**config.mk**
```make
export PLATFORM = sky130hd
export DESIGN_NAME = apb_master_arbiter_flat
export DESIGN_NICKNAME = d
export VERILOG_FILES = /design/src/rtl/apb_arb_pkg.sv /design/src/rtl/apb_master_arbiter_if.sv /design/src/rtl/apb_master_arbiter_rr_pick.sv /design/src/rtl/apb_master_arbiter.sv /design/src/flat_wrapper.sv
export SDC_FILE = /design/constraint.sdc
export NUM_CORES = 1
export LEC_CHECK = 0
export BUFFER_PORTS_ARGS = -buffer_cell sky130_fd_sc_hd__buf_2
export CAP_MARGIN = 15
export CORE_AREA = 2 2 169 171
export DETAILED_ROUTE_END_ITERATION = 8
export DIE_AREA = 0 0 171 173
export PLACE_DENSITY = 0.54
export SLEW_MARGIN = 20
export SYNTH_ARGS = -nofsm -noshare
export SYNTH_HDL_FRONTEND = slang
export SYNTH_HIERARCHICAL = 1
export SYNTH_SLANG_ARGS = --single-unit
export TNS_END_PERCENT = 20
```
**constraint.sdc**
```tcl
create_clock -name pclk -period 4.4 [get_ports pclk]
set_input_delay 0.44 -clock pclk [delete_from_list [all_inputs] [get_ports pclk]]
set_output_delay 0.44 -clock pclk [all_outputs]
set_load 0.02 [all_outputs]
```
**src/rtl/apb_arb_pkg.sv**
```systemverilog
// Shared types for the APB command-port arbiter: FSM states and the latched command.
// Latency: n/a (types only).
// Backpressure: n/a.
`ifndef ADDR_WIDTH
`define ADDR_WIDTH 32
`endif
`ifndef DATA_WIDTH
`define DATA_WIDTH 32
`endif

package apb_arb_pkg;

    localparam int APB_ADDR_W = `ADDR_WIDTH;
    localparam int APB_DATA_W = `DATA_WIDTH;
    localparam int APB_STRB_W = APB_DATA_W / 8;

    typedef enum logic {
        IDLE = 1'b0,
        BUSY = 1'b1
    } arb_state_e;

    // Command held toward the APB master for the whole transfer.
    typedef struct packed {
        logic                  write;
        logic [APB_ADDR_W-1:0] addr;
        logic [APB_DATA_W-1:0] wdata;
        logic [APB_STRB_W-1:0] strb;
    } apb_cmd_t;

    // The watchdog counter needs a 1-bit minimum so a disabled watchdog still elaborates.
    function automatic int cnt_width(input int t);
        return (t == 0) ? 1 : $clog2(t + 1);
    endfunction

endpackage

```
**src/rtl/apb_master_arbiter_if.sv**
```systemverilog
// Command/completion bundle between the arbiter and the APB master.
// Latency: wires only.
// Backpressure: transfer stays high until transfer_done.
// Ports: transfer/write_read/addr_in/wdata_in/strb_in (arbiter -> master),
//        transfer_done/error/rdata_out (master -> arbiter).
interface apb_master_arbiter_if #(
    parameter int ADDR_WIDTH = 32,
    parameter int DATA_WIDTH = 32
);
    logic                    transfer;
    logic                    write_read;
    logic [ADDR_WIDTH-1:0]   addr_in;
    logic [DATA_WIDTH-1:0]   wdata_in;
    logic [DATA_WIDTH/8-1:0] strb_in;
    logic                    transfer_done;
    logic                    error;
    logic [DATA_WIDTH-1:0]   rdata_out;

    modport master (
        output transfer, write_read, addr_in, wdata_in, strb_in,
        input  transfer_done, error, rdata_out
    );

    modport slave (
        input  transfer, write_read, addr_in, wdata_in, strb_in,
        output transfer_done, error, rdata_out
    );
endinterface

```
**src/rtl/apb_master_arbiter_rr_pick.sv**
```systemverilog
// Round-robin pick: first set request at or above prio_ptr, wrapping.
// Latency: combinational.
// Backpressure: none.
// Ports: req, prio_ptr in; win_oh (one-hot), win_idx (binary), win_vld out.
module rr_pick #(
    parameter int N     = 4,
    parameter int IDX_W = $clog2(N)
) (
    input  logic [N-1:0]     req,
    input  logic [IDX_W-1:0] prio_ptr,
    output logic [N-1:0]     win_oh,
    output logic [IDX_W-1:0] win_idx,
    output logic             win_vld
);
    always_comb begin
        win_oh  = '0;
        win_idx = '0;
        win_vld = 1'b0;
        // Walk from the farthest slot back toward prio_ptr so the last hit,
        // i.e. the one nearest prio_ptr, is the one that sticks.
        for (int k = N - 1; k >= 0; k--) begin
            if (req[(int'(prio_ptr) + k) % N]) begin
                win_idx = IDX_W'((int'(prio_ptr) + k) % N);
                win_vld = 1'b1;
            end
        end
        if (win_vld) begin
            win_oh[win_idx] = 1'b1;
        end
    end
endmodule

```
**src/rtl/apb_master_arbiter.sv**
```systemverilog
// Round-robin share of one APB master command port among NUM_REQ requesters, with watchdog.
// Latency: gnt one edge after req; done one edge after transfer_done (or TIMEOUT_CYCLES after gnt).
// Backpressure: one command in flight; other requests wait in IDLE until the owner completes.
// Ports: pclk/preset; req/req_write/req_addr/req_wdata/req_strb in, gnt/done/resp_* out per requester;
//        apb (master modport) toward the APB master; busy/owner status.
module apb_master_arbiter
    import apb_arb_pkg::*;
#(
    parameter int  NUM_REQ        = 4,
    parameter int  ADDR_WIDTH     = APB_ADDR_W,
    parameter int  DATA_WIDTH     = APB_DATA_W,
    parameter int  TIMEOUT_CYCLES = 256,
    localparam int IDX_W          = $clog2(NUM_REQ),
    localparam int STRB_W         = DATA_WIDTH / 8
) (
    input  logic                          pclk,
    input  logic                          preset,
    input  logic [NUM_REQ-1:0]            req,
    input  logic [NUM_REQ-1:0]            req_write,
    input  logic [NUM_REQ*ADDR_WIDTH-1:0] req_addr,
    input  logic [NUM_REQ*DATA_WIDTH-1:0] req_wdata,
    input  logic [NUM_REQ*STRB_W-1:0]     req_strb,
    output logic [NUM_REQ-1:0]            gnt,
    output logic [NUM_REQ-1:0]            done,
    output logic [DATA_WIDTH-1:0]         resp_rdata,
    output logic                          resp_err,
    output logic                          resp_timeout,
    output logic                          busy,
    output logic [IDX_W-1:0]              owner,
    apb_master_arbiter_if.master          apb
);
    localparam int           CNT_W   = cnt_width(TIMEOUT_CYCLES);
    localparam logic [CNT_W-1:0] CNT_MAX = CNT_W'(TIMEOUT_CYCLES);

    arb_state_e              state_q, state_d;
    logic [IDX_W-1:0]        prio_q, prio_d;
    logic [CNT_W-1:0]        cnt_q, cnt_d, cnt_inc;
    apb_cmd_t                cmd_q, cmd_d;
    logic                    xfer_q, xfer_d;
    logic [NUM_REQ-1:0]      gnt_q, gnt_d;
    logic [NUM_REQ-1:0]      done_q, done_d;
    logic [DATA_WIDTH-1:0]   rdata_q, rdata_d;
    logic                    err_q, err_d;
    logic                    tmo_q, tmo_d;
    logic [IDX_W-1:0]        owner_q, owner_d;
    logic                    tmo_hit;

    logic [NUM_REQ-1:0]      win_oh;
    logic [IDX_W-1:0]        win_idx;
    logic                    win_vld;

    rr_pick #(.N(NUM_REQ), .IDX_W(IDX_W)) u_pick (
        .req      (req),
        .prio_ptr (prio_q),
        .win_oh   (win_oh),
        .win_idx  (win_idx),
        .win_vld  (win_vld)
    );

    always_comb begin
        state_d = state_q;
        prio_d  = prio_q;
        cnt_d   = cnt_q;
        cmd_d   = cmd_q;
        xfer_d  = xfer_q;
        gnt_d   = '0;
        done_d  = '0;
        rdata_d = rdata_q;
        err_d   = err_q;
        tmo_d   = tmo_q;
        owner_d = owner_q;

        // Saturating count; timeout fires on the edge that brings it to TIMEOUT_CYCLES,
        // which is exactly TIMEOUT_CYCLES edges after the grant edge.
        cnt_inc = (cnt_q == CNT_MAX) ? cnt_q : cnt_q + CNT_W'(1);
        tmo_hit = (TIMEOUT_CYCLES != 0) && (cnt_inc == CNT_MAX);

        case (state_q)
            IDLE: begin
                if (win_vld) begin
                    cmd_d.write = req_write[win_idx];
                    cmd_d.addr  = APB_ADDR_W'(req_addr[int'(win_idx)*ADDR_WIDTH +: ADDR_WIDTH]);
                    cmd_d.wdata = APB_DATA_W'(req_wdata[int'(win_idx)*DATA_WIDTH +: DATA_WIDTH]);
                    cmd_d.strb  = APB_STRB_W'(req_strb[int'(win_idx)*STRB_W +: STRB_W]);
                    xfer_d      = 1'b1;
                    gnt_d       = win_oh;
                    owner_d     = win_idx;
                    cnt_d       = '0;
                    state_d     = BUSY;
                end
            end
            BUSY: begin
                cnt_d = cnt_inc;
                if (apb.transfer_done || tmo_hit) begin
                    xfer_d          = 1'b0;
                    done_d[owner_q] = 1'b1;
                    // A real completion beats a coincident timeout.
                    rdata_d = apb.transfer_done ? apb.rdata_out : '0;
                    err_d   = apb.transfer_done ? apb.error : 1'b1;
                    tmo_d   = !apb.transfer_done;
                    prio_d  = (owner_q == IDX_W'(NUM_REQ - 1)) ? '0 : owner_q + IDX_W'(1);
                    state_d = IDLE;
                end
            end
            default: state_d = IDLE;
        endcase
    end

    always_ff @(posedge pclk or posedge preset) begin
        if (preset) begin
            state_q <= IDLE;
            prio_q  <= '0;
            cnt_q   <= '0;
            cmd_q   <= '0;
            xfer_q  <= 1'b0;
            gnt_q   <= '0;
            done_q  <= '0;
            rdata_q <= '0;
            err_q   <= 1'b0;
            tmo_q   <= 1'b0;
            owner_q <= '0;
        end else begin
            state_q <= state_d;
            prio_q  <= prio_d;
            cnt_q   <= cnt_d;
            cmd_q   <= cmd_d;
            xfer_q  <= xfer_d;
            gnt_q   <= gnt_d;
            done_q  <= done_d;
            rdata_q <= rdata_d;
            err_q   <= err_d;
            tmo_q   <= tmo_d;
            owner_q <= owner_d;
        end
    end

    assign apb.transfer   = xfer_q;
    assign apb.write_read = cmd_q.write;
    assign apb.addr_in    = cmd_q.addr[ADDR_WIDTH-1:0];
    assign apb.wdata_in   = cmd_q.wdata[DATA_WIDTH-1:0];
    assign apb.strb_in    = cmd_q.strb[STRB_W-1:0];
    assign gnt            = gnt_q;
    assign done           = done_q;
    assign resp_rdata     = rdata_q;
    assign resp_err       = err_q;
    assign resp_timeout   = tmo_q;
    assign busy           = (state_q == BUSY);
    assign owner          = owner_q;
endmodule

```
**src/flat_wrapper.sv**
```systemverilog
// flat-port wrapper written by rule: the top's interface ports become plain ports
module apb_master_arbiter_flat import apb_arb_pkg::*;
#(
    parameter int  NUM_REQ        = 4,
    parameter int  ADDR_WIDTH     = APB_ADDR_W,
    parameter int  DATA_WIDTH     = APB_DATA_W,
    parameter int  TIMEOUT_CYCLES = 256,
    localparam int IDX_W          = $clog2(NUM_REQ),
    localparam int STRB_W         = DATA_WIDTH / 8
)
  (pclk, preset, req, req_write, req_addr, req_wdata, req_strb, gnt, done, resp_rdata, resp_err, resp_timeout, busy, owner, apb_transfer, apb_write_read, apb_addr_in, apb_wdata_in, apb_strb_in, apb_transfer_done, apb_error, apb_rdata_out);
  apb_master_arbiter_if #(.ADDR_WIDTH(ADDR_WIDTH), .DATA_WIDTH(DATA_WIDTH)) apb_i ();
  input  logic pclk;
  input  logic preset;
  input  logic [NUM_REQ-1:0] req;
  input  logic [NUM_REQ-1:0] req_write;
  input  logic [NUM_REQ*ADDR_WIDTH-1:0] req_addr;
  input  logic [NUM_REQ*DATA_WIDTH-1:0] req_wdata;
  input  logic [NUM_REQ*STRB_W-1:0] req_strb;
  output logic [NUM_REQ-1:0] gnt;
  output logic [NUM_REQ-1:0] done;
  output logic [DATA_WIDTH-1:0] resp_rdata;
  output logic resp_err;
  output logic resp_timeout;
  output logic busy;
  output logic [IDX_W-1:0] owner;
  output wire logic [$bits(apb_i.transfer)-1:0] apb_transfer;
  output wire logic [$bits(apb_i.write_read)-1:0] apb_write_read;
  output wire logic [$bits(apb_i.addr_in)-1:0] apb_addr_in;
  output wire logic [$bits(apb_i.wdata_in)-1:0] apb_wdata_in;
  output wire logic [$bits(apb_i.strb_in)-1:0] apb_strb_in;
  input wire logic [$bits(apb_i.transfer_done)-1:0] apb_transfer_done;
  input wire logic [$bits(apb_i.error)-1:0] apb_error;
  input wire logic [$bits(apb_i.rdata_out)-1:0] apb_rdata_out;
  assign apb_transfer = apb_i.transfer;
  assign apb_write_read = apb_i.write_read;
  assign apb_addr_in = apb_i.addr_in;
  assign apb_wdata_in = apb_i.wdata_in;
  assign apb_strb_in = apb_i.strb_in;
  assign apb_i.transfer_done = apb_transfer_done;
  assign apb_i.error = apb_error;
  assign apb_i.rdata_out = apb_rdata_out;
  apb_master_arbiter #(.NUM_REQ(NUM_REQ), .ADDR_WIDTH(ADDR_WIDTH), .DATA_WIDTH(DATA_WIDTH), .TIMEOUT_CYCLES(TIMEOUT_CYCLES)) u_core (.pclk(pclk), .preset(preset), .req(req), .req_write(req_write), .req_addr(req_addr), .req_wdata(req_wdata), .req_strb(req_strb), .gnt(gnt), .done(done), .resp_rdata(resp_rdata), .resp_err(resp_err), .resp_timeout(resp_timeout), .busy(busy), .owner(owner), .apb(apb_i));
endmodule
```
# ---- Word level (Yosys, flattened, before mapping)
# Index checks and enable logic that the tools add are counted.
dict set report word_totals {
  out_inout_bits 115
  register_bits 126
  elab_cells 90
  input_bits 316
}
dict set report op_classes {
  n_eq_ne 5
  add_sub_neg 5
  order_cmp 8
  shifts 3
  n_reduce_logical 10
  n_bitwise 4
  n_mux 41
}
# operator n
set ops {}
lappend ops {{128-bit by 8-bit indexed part select with 32-bit output} 2}
lappend ops {{32-bit 2-to-1 mux} 1}
lappend ops {{1-bit 2-to-1 mux} 19}
lappend ops {{9-bit == test (second input constant)} 2}
lappend ops {{9-bit 2-to-1 mux} 2}
lappend ops {{9-bit case mux with 2 select lines} 1}
lappend ops {{4-bit 2-to-1 mux} 4}
lappend ops {{16-bit by 5-bit indexed part select with 4-bit output} 1}
lappend ops {{3-bit by 4-bit < comparator with 1-bit output (second input constant)} 3}
lappend ops {{1-bit binary-select mux with 2-bit select} 5}
lappend ops {{2-bit 2-to-1 mux} 5}
lappend ops {{9-bit by 1-bit adder with 9-bit output (second input constant)} 1}
lappend ops {{2-bit by 3-bit < comparator with 1-bit output (second input constant)} 3}
lappend ops {{2-bit AND reduction} 3}
lappend ops {{2-bit OR reduction} 3}
lappend ops {{2-bit by 1-bit adder with 2-bit output (second input constant)} 2}
lappend ops {{2-bit adder (second input constant)} 2}
lappend ops {{1-bit demux with 2-bit select} 2}
lappend ops {{2-bit by 1-bit >= comparator with 1-bit output (second input constant)} 2}
lappend ops {{2-bit inequality test (second input constant)} 2}
lappend ops {{1-bit case mux with 2 select lines} 2}
lappend ops {{1-bit bitwise AND (first input constant)} 3}
lappend ops {{2-bit == test (second input constant)} 1}
lappend ops {{1-bit logical AND} 2}
lappend ops {{3 further kinds} 3}

# ---- Logic depth before layout (Yosys ltp)
# Gate-level depths: netlist of run 1.
dict set report logic_depth {
  depth_word 16
  ltp_mapped 9
  mapped_depth_nobuf 7
}

# ---- By module
# Netlist of run 1, hierarchy kept.
# module cells_per_inst instances area_per_inst_um2
set by_module_without_submodules {}
lappend by_module_without_submodules {apb_master_arbiter 636 1 6686.4}
lappend by_module_without_submodules {rr_pick 28 1 176.4}

# ---- Worst setup path after synthesis of run 1
# No wires, ideal clock.
dict set report synth_path {
  path_kind {input to register}
  start {input port req[2]}
  end {register u_core.cmd_q (netlist bit u_core/apb.wdata_in[10])}
  path_slack_ns 2.010
  required_ns 4.283
  path_stages 8
  path_buffers 2
  arrival_time_ns 2.273
  cell_sequence {nor2b_2 nor3_1 o22a_1 clkbuf_1 buf_1 mux4_2 nand2_1 nand2_1}
}
dict set report synth_between {
  elab_chain_cells 8
  word_cells_on_any_way 21
  cone_classes {shift (1); mux (19); reduce/logical (1)}
}
# item line_no
set synth_rtl {}
lappend synth_rtl {{start, declared} flat_wrapper.sv:15} ;# input logic [NUM_REQ-1:0] req;
lappend synth_rtl {{1-bit binary-select mux with 2-bit select} apb_master_arbiter_rr_pick.sv:22} ;# if (req[(int'(prio_ptr) + k) % N]) begin
lappend synth_rtl {{1-bit 2-to-1 mux (implied by the code) (2 in a row)} apb_master_arbiter_rr_pick.sv:22}
lappend synth_rtl {{2-bit 2-to-1 mux (3 in a row)} apb_master_arbiter_rr_pick.sv:22}
lappend synth_rtl {{2-bit 2-to-1 mux *} apb_master_arbiter_rr_pick.sv:22}
lappend synth_rtl {{via u_core.win_idx[0]} apb_master_arbiter.sv:49} ;# logic [IDX_W-1:0] win_idx;
lappend synth_rtl {{128-bit by 8-bit indexed part select with 32-bit output *} apb_master_arbiter.sv:83} ;# cmd_d.wdata = APB_DATA_W'(req_wdata[int'(win_idx)*DATA_WIDTH +: DATA_WIDTH]);
lappend synth_rtl {{end signal, assigned} apb_master_arbiter.sv:126} ;# cmd_q <= cmd_d;
lappend synth_rtl {{end, declared} apb_master_arbiter.sv:38} ;# apb_cmd_t cmd_q, cmd_d;
# Mark *: on every way through the listed nets, which the timed path passes. The rest lies on a longest branch. The select of a mux whose other input is x is not followed.
# A chain may end at the register's enable or synchronous reset.

# ---- Worst setup path in the final report of run 1
dict set report layout_path {
  start {register u_core.prio_q[1]}
  end {register u_core.cmd_q (netlist bit u_core/apb.wdata_in[31])}
}
dict set report layout_between {
  elab_chain_cells 9
  word_cells_on_any_way 24
  cone_classes {add/sub (3); shift (1); mux (19); reduce/logical (1)}
}
# item line_no
set layout_rtl {}
lappend layout_rtl {{start, declared} apb_master_arbiter.sv:36} ;# logic [IDX_W-1:0] prio_q, prio_d;
lappend layout_rtl {{start signal, assigned} apb_master_arbiter.sv:124} ;# prio_q <= prio_d;
lappend layout_rtl {{2-bit adder} apb_master_arbiter_rr_pick.sv:22}
lappend layout_rtl {{1-bit binary-select mux with 2-bit select} apb_master_arbiter_rr_pick.sv:22}
lappend layout_rtl {{1-bit 2-to-1 mux (implied by the code) (2 in a row)} apb_master_arbiter_rr_pick.sv:22}
lappend layout_rtl {{2-bit 2-to-1 mux (3 in a row)} apb_master_arbiter_rr_pick.sv:22}
lappend layout_rtl {{2-bit 2-to-1 mux *} apb_master_arbiter_rr_pick.sv:22}
lappend layout_rtl {{via u_core.win_idx[0]} apb_master_arbiter.sv:49}
lappend layout_rtl {{128-bit by 8-bit indexed part select with 32-bit output *} apb_master_arbiter.sv:83}
# Marked as above.

==> flow_metrics.py, run 1 <==
metrics = {
    "status": {
        "status": "finished clean",
    },
    "logic_synthesis": {
        "synth_nets": 986,
        "syn_inst": 664,
        "synth_warnings": 6,
        "ys_ff_latch": 126,
        "synth.distinct_cells": 48,
        "avgSynthCellArea_um2": 10.3,
        "synthArstFlopShare": 1.00,
        "syn_area_um2": 6860,
        "synth_flop_cell": "dfrtp_1",
        "synth_seq_area_share": 0.459,
        "synth_edf_count": 0,
    },
    "sta": {
        "hold_viol": 0,
        "min_period_over_period": 0.608,
        "finalCriticalPeriod_ns": 2.68,
        "worstMarginPinSlew_ns": 0.888,
        "finalSetupTns_ns": 0,
        "drv_slew": 0,
        "slew_headroom": 0.408,
        "clock_skew_ns": 0.0112,
        "fmax_mhz": 374,
        "rsz0062_at_grt": "false",
        "setup_viol": 0,
    },
    "power_and_ir_drop": {
        "pwr-share-clk": 0.252,
        "power_density_nw_per_um2": 551,
        "p_int_mw": 3.33,
        "power.total_mw": 5.49,
        "vdd_drop_max_uv": 225,
        "p_leak_nw": 5.15,
        "power_switching_mw": 2.15,
        "combPwrFrac": 0.434,
        "p_sw_frac": 0.393,
        "seq_power_share": 0.314,
    },
    "clocking": {
        "clockBufferDepth": 2,
        "clock-root-buffer": "clkbuf_16",
        "cts_resized": 0,
        "htree_levels": 4,
        "post_cts.repair.setup_buffers": 0,
        "cts_num_sinks": 126,
        "ctsHoldBuffers": 0,
        "clock_latency_ns": 0.42,
        "cts_buffers": 17,
        "cts_tree": "yes",
        "clkTransAtPathRegs_ns": 0.06,
    },
    "finish": {
        "fin_nets": 1397,
        "area_delta_synth_final_pct": 45.0,
        "final_cell_area_um2": 9950,
        "seq_area_um2": 3150,
        "fillers": 2864,
        "n_antenna_cell": 0,
        "fin_util": 0.360,
        "drive_above_1_share": 0.513,
        "multi_input_area_um2": 3480,
    },
    "global_route": {
        "grt_pass1_wl_mm": 36.9,
        "grt_overflow": 0,
        "grt_use_met1": 0.200,
        "grt_use_met2": 0.272,
        "use_met3": 0.0474,
        "antenna_found_initial": 4,
        "grt.total_usage": 0.162,
        "grt_max_degree": 98,
        "busiest_layer": "met2",
        "grt_pass1_vias": 6719,
    },
    "place": {
        "place_hpwl_mm": 18.8,
        "io_buffer_count": 430,
        "dpl_cell_area_um2": 9390,
        "place_congestion": 0.930,
    },
    "floorplan": {
        "core_um2": 27600,
        "die_w_um": 171,
        "io_pins": 431,
        "design.die.area_um2": 29600,
        "die_y_um": 173,
        "rows": 61,
        "start_util": 0.248,
    },
    "setup_path": {
        "path_class": "reg2reg",
        "crit_fanout": 36,
        "crit_arrival_ns": 2.97,
        "rr_startpoint": "u_core/prio_q[1]$_DFFE_PP0P_",
        "start_kind": "flip-flop",
        "cp.required_ns": 4.70,
        "ff2ff_path_depth": 7,
        "endpoint_kind": "flip-flop",
        "rrSetupSlack_ns": 1.72,
        "rr_endpoint": "u_core/apb.wdata_in[31]$_DFFE_PP0P_",
    },
    "drt": {
        "wire_per_inst_um": 16.6,
        "drtAntennaViolNets": 0,
        "vias": 6553,
        "drt-total-wl_mm": 24.3,
        "first_iter_violations": 346,
        "viasPerCell": 4.47,
        "drt_first_pass_iters": 4,
        "post-route-drc-count": 0,
    },
    "hold_path": {
        "hold_class": "in2async",
    },
    "flow_run": {
        "maxCapViolations": 0,
    },
}
[how the worst max path moves through the flow]
| stage | startpoint | to | slack [ns] |
|---|---|---|---|
| after floorplan | preset | u_core/apb.addr_in[0]$_DFFE_PP0P_ | 0.60 |
| after global placement | req[1] | u_core/apb.addr_in[13]$_DFFE_PP0P_ | 1.65 |
| after detailed placement | req[1] | u_core/apb.wdata_in[31]$_DFFE_PP0P_ | 1.57 |
| after CTS | u_core/prio_q[1]$_DFFE_PP0P_ | u_core/apb.wdata_in[31]$_DFFE_PP0P_ | 1.67 |
| after global routing | u_core/prio_q[1]$_DFFE_PP0P_ | u_core/apb.addr_in[6]$_DFFE_PP0P_ | 1.41 |
| final | u_core/prio_q[1]$_DFFE_PP0P_ | u_core/apb.wdata_in[31]$_DFFE_PP0P_ | 1.72 |
[cells by family after synthesis]
family,after synthesis,synth area share
AO/OA/AOI/OAI,71,0.0607
XOR/XNOR,1,0.00128
adder cells (fa/ha/maj),6,0.0109
buffers and inverters,56,0.0372
flip-flops,126,0.459
multiplexers,73,0.233
AND/OR/NAND/NOR,331,0.198
[cell usage after synthesis (3+ instances only)]
master	number	area, um2
clkbuf_1	31	116
buf_6	3	33.8
o21ai_1	3	15.0
inv_1	8	30.0
and2_1	5	31.3
and3_1	3	18.8
nand2_1	283	1060
a31oi_1	4	25.0
nand2b_1	4	25.0
a21oi_1	3	15.0
buf_1	4	15.0
buf_2	6	30.0
ha_1	6	75.1
and2b_2	4	35.0
nor3_1	5	25.0
nor2_1	9	33.8
mux4_2	69	1550
dfrtp_1	126	3150
nand4_1	3	18.8
o21ai_0	47	235
nand3_1	5	25.0
[critical path: stages, from the launching register on]
cell     delay (ns)
dfrtp_1        0.50
inv_1          0.15
nor3_1         0.25
o22a_4         0.55
buf_12         0.34
mux4_2         0.54
nand2_1        0.08
nand2_1        0.06
[sequential cells by signal (all words and copies together), names as in the netlist]
name and cells:
u_core/resp_timeout 1, u_core/done 4, u_core/resp_err 1, u_core/apb.transfer 1
u_core/apb.strb_in 4, u_core/cnt_q 9, u_core/prio_q 2, u_core/apb.wdata_in 32
u_core/apb.addr_in 32, u_core/busy 1, u_core/apb.write_read 1, u_core/resp_rdata 32
u_core/gnt 4, u_core/owner 2
[cells in the final DEF, fill, tap and decap left out, types with 5 or more instances in the layout]
| master | n |
|---|---|
| buf_2 | 430 |
| nand2_1 | 281 |
| dfrtp_1 | 126 |
| mux4_2 | 69 |
| o21ai_0 | 47 |
| clkbuf_16 | 17 |
| nor2_1 | 9 |
| inv_1 | 7 |
| buf_4 | 7 |
| ha_1 | 6 |
| inv_6 | 5 |
| nand3_1 | 5 |
| nor3_1 | 5 |
| and2_1 | 5 |
[per-layer routing]
| metal | wire length, um | share of wire |
|---|---|---|
| met5 | 50 | 0.0021 |
| met4 | 410 | 0.017 |
| met3 | 1830 | 0.075 |
| met2 | 11900 | 0.49 |
| met1 | 10100 | 0.41 |
[power groups by stage]
stage	Sequential [mW]	Clock, mW	Combinational, mW
floorplan	2.09	0	1.23
global placement	1.72	0	2.42
detailed placement	1.73	0	2.43
CTS	1.72	1.44	2.43
global route	1.77	1.49	2.60
finish	1.72	1.38	2.38
[cell type report]
class	instances	share of cell area
sequential	126	0.317
tap	378	0.0475
timing repair buffer	439	0.226
clock buffer	18	0.0431
multi-input combinational	482	0.349
clock inverter	14	0.0135
inverter	9	0.00390
[stage by stage]
stage,cells,setup WS [ns],hold slack [ns]
floorplan,664,0.604,0.471
global placement,1434,1.65,0.454
detailed placement,1434,1.57,0.457
CTS,1466,1.67,0.208
global route,1466,1.41,0.213
finish,1466,1.72,0.223
Note: power is estimated with default switching activity, not from simulation.
==> inputs of run 2 (changes only) <==
Clock period 4.4 ns to 2.5 ns, I/O delays scaled along.
==> run 2 against run 1 <==
Die area is the same. Worst hold slack lost 0.20 ns. Via count grew 2.7%. Sequential share of layout area shrank 0.93 points. Critical endpoint is now u_core/apb.wdata_in[11]$_DFFE_PP0P_. Largest cell class unchanged. Largest power group unchanged. Highest routed layer unchanged.
==> flow_metrics.py, run 2 (same netlist as run 1, synthesis figures left out) <==
metrics = {
    "status": {
        "status": "finished clean",
    },
    "clocking": {
        "ctsHoldBuffers": 0,
        "clock_latency_ns": 0.42,
        "htree_levels": 4,
        "cts_buffers": 17,
        "clkTransAtPathRegs_ns": 0.06,
        "cts_tree": "yes",
        "clock-root-buffer": "clkbuf_16",
        "cts_num_sinks": 126,
        "clockBufferDepth": 2,
    },
    "global_route": {
        "grt.total_usage": 0.162,
        "grt_overflow": 0,
        "use_met3": 0.0526,
        "grt_use_met1": 0.198,
        "grt_pass1_wl_mm": 37.1,
        "antenna_found_initial": 1,
        "grt_max_degree": 127,
        "grt_pass1_vias": 6714,
        "busiest_layer": "met2",
        "grt_use_met2": 0.274,
    },
    "drt": {
        "wire_per_inst_um": 16.5,
        "drt-total-wl_mm": 24.5,
        "drtAntennaViolNets": 0,
        "vias": 6729,
        "first_iter_violations": 303,
        "drt_first_pass_iters": 5,
        "viasPerCell": 4.54,
        "post-route-drc-count": 0,
    },
    "floorplan": {
        "core_um2": 27600,
        "die_w_um": 171,
        "start_util": 0.248,
        "io_pins": 431,
        "design.die.area_um2": 29600,
        "rows": 61,
        "die_y_um": 173,
    },
    "sta": {
        "finalCriticalPeriod_ns": 2.34,
        "fmax_mhz": 428,
        "finalSetupTns_ns": 0,
        "worstMarginPinSlew_ns": 0.718,
        "clock_skew_ns": 0.00857,
        "slew_headroom": 0.520,
        "drv_slew": 0,
        "setup_viol": 0,
        "hold_viol": 0,
        "hold_slack_ns": 0.0214,
        "min_period_over_period": 0.935,
    },
    "finish": {
        "fillers": 2847,
        "drive_above_1_share": 0.522,
        "mostFrequentLayoutCells": "buf_2 (430), nand2_1 (282), dfrtp_1 (126)",
        "n_antenna_cell": 0,
        "area_delta_synth_final_pct": 49.4,
        "final_common_cell": "buf_2",
        "fin_nets": 1414,
    },
    "power_and_ir_drop": {
        "vdd_drop_max_uv": 407,
        "p_int_mw": 6.45,
        "pwr-share-clk": 0.273,
        "seq_power_share": 0.293,
        "power_density_nw_per_um2": 1000,
        "p_leak_nw": 5.30,
        "power_switching_mw": 3.81,
        "combPwrFrac": 0.433,
        "p_sw_frac": 0.372,
    },
    "setup_path": {
        "crit_arrival_ns": 2.64,
        "cpMostUsedCell": "nand2_1",
        "path_class": "reg2reg",
        "cpPeakStageDelay_ns": 0.55,
        "path_delay_family": "multiplexers",
        "crit_chain": "inv_1 -> nor3_1 -> o22a_4 -> buf_12 -> buf_4 -> mux4_2 -> nand2_1 -> nand2_1",
        "cpMaxStageDelayCell": "mux4_2",
        "path_buf_inv": 3,
        "crit_start": "u_core/prio_q[1]$_DFFE_PP0P_",
        "cp.required_ns": 2.80,
        "start_kind": "flip-flop",
        "crit_fanout": 10,
        "endpoint_kind": "flip-flop",
        "rr_startpoint": "u_core/prio_q[1]$_DFFE_PP0P_",
    },
    "place": {
        "place_hpwl_mm": 18.9,
        "place_congestion": 0.930,
        "io_buffer_count": 430,
    },
    "hold_path": {
        "hold_class": "in2async",
    },
    "flow_run": {
        "maxCapViolations": 0,
    },
}
-- run 2: changes by cell type in the layout (fill, tap and decap cells not counted), moves of 3 or more --
| cell | change |
|---|---|
| bufinv_16 | +4 |
| clkinvlp_4 | -3 |
| buf_12 | +5 |
| buf_4 | +12 |
-- run 2: area by class of cell --
class | count | area, um2 | share of cell area
multi-input cells | 482 | 3500 | 0.341
well taps | 378 | 473 | 0.0461
clock buffers | 17 | 425 | 0.0415
clock inverters | 14 | 230 | 0.0225
flip-flops and latches | 126 | 3150 | 0.308
repair buffers | 456 | 2430 | 0.238
inverters | 9 | 37.5 | 0.00366
-- run 2: worst paths after layout --
path | end | slack, ns | cells past startpoint
hold reg to reg | u_core/apb.addr_in[20]$_DFFE_PP0P_ | 0.47 | 2
min in group pclk | u_core/resp_rdata[0]$_DFFE_PP0P_ | 0.04 | 3
max in group asynchronous | u_core/apb.addr_in[18]$_DFFE_PP0P_ | 1.92 | 3
setup / recovery | u_core/apb.wdata_in[11]$_DFFE_PP0P_ | 0.16 | 8
setup reg to reg | u_core/apb.wdata_in[11]$_DFFE_PP0P_ | 0.16 | 8
hold / removal | u_core/resp_rdata[11]$_DFFE_PP0P_ | 0.02 | 3
-- run 2: power by group through the flow --
stage / logic, mW / clock network (mW) / registers (mW)
floorplan: 2.16 / 0 / 3.67
global placement: 4.42 / 0 / 3.02
detailed placement: 4.44 / 0 / 3.03
CTS: 4.43 / 2.89 / 3.02
global route: 4.83 / 2.97 / 3.10
finish: 4.44 / 2.81 / 3.01
-- run 2: routing by layer --
layer  wire length [um]  share of wire
met1               9760           0.40
met3               2130          0.087
met4                396          0.016
met5                 16        0.00065
met2              12200           0.50
-- run 2: through the flow --
stage / utilization / instances / power [mW] / worst slack [ns] / cell area [um2]
2_1_floorplan: - / 664 / 5.83 / 0.137 / 6870
3_3_place_gp: 0.345 / 1448 / 7.44 / 0.167 / 9530
3_5_place_dp: 0.345 / 1448 / 7.47 / 0.0920 / 9530
4_1_cts: 0.368 / 1479 / 10.3 / 0.0870 / 10200
5_1_grt: 0.371 / 1482 / 10.9 / -0.0144 / 10200
6_report: 0.371 / 1482 / 10.3 / 0.162 / 10200
-- run 2: tightest hold or removal path, stage by stage --
cell	delay, ns
buf_2	0.11
clkinvlp_4	0.07
buf_12	0.48
-- run 2: repair_timing --
item	CTS	global route
buffers inserted	0	3
endpoints found under the setup margin	0	60
gates resized for setup	0	3
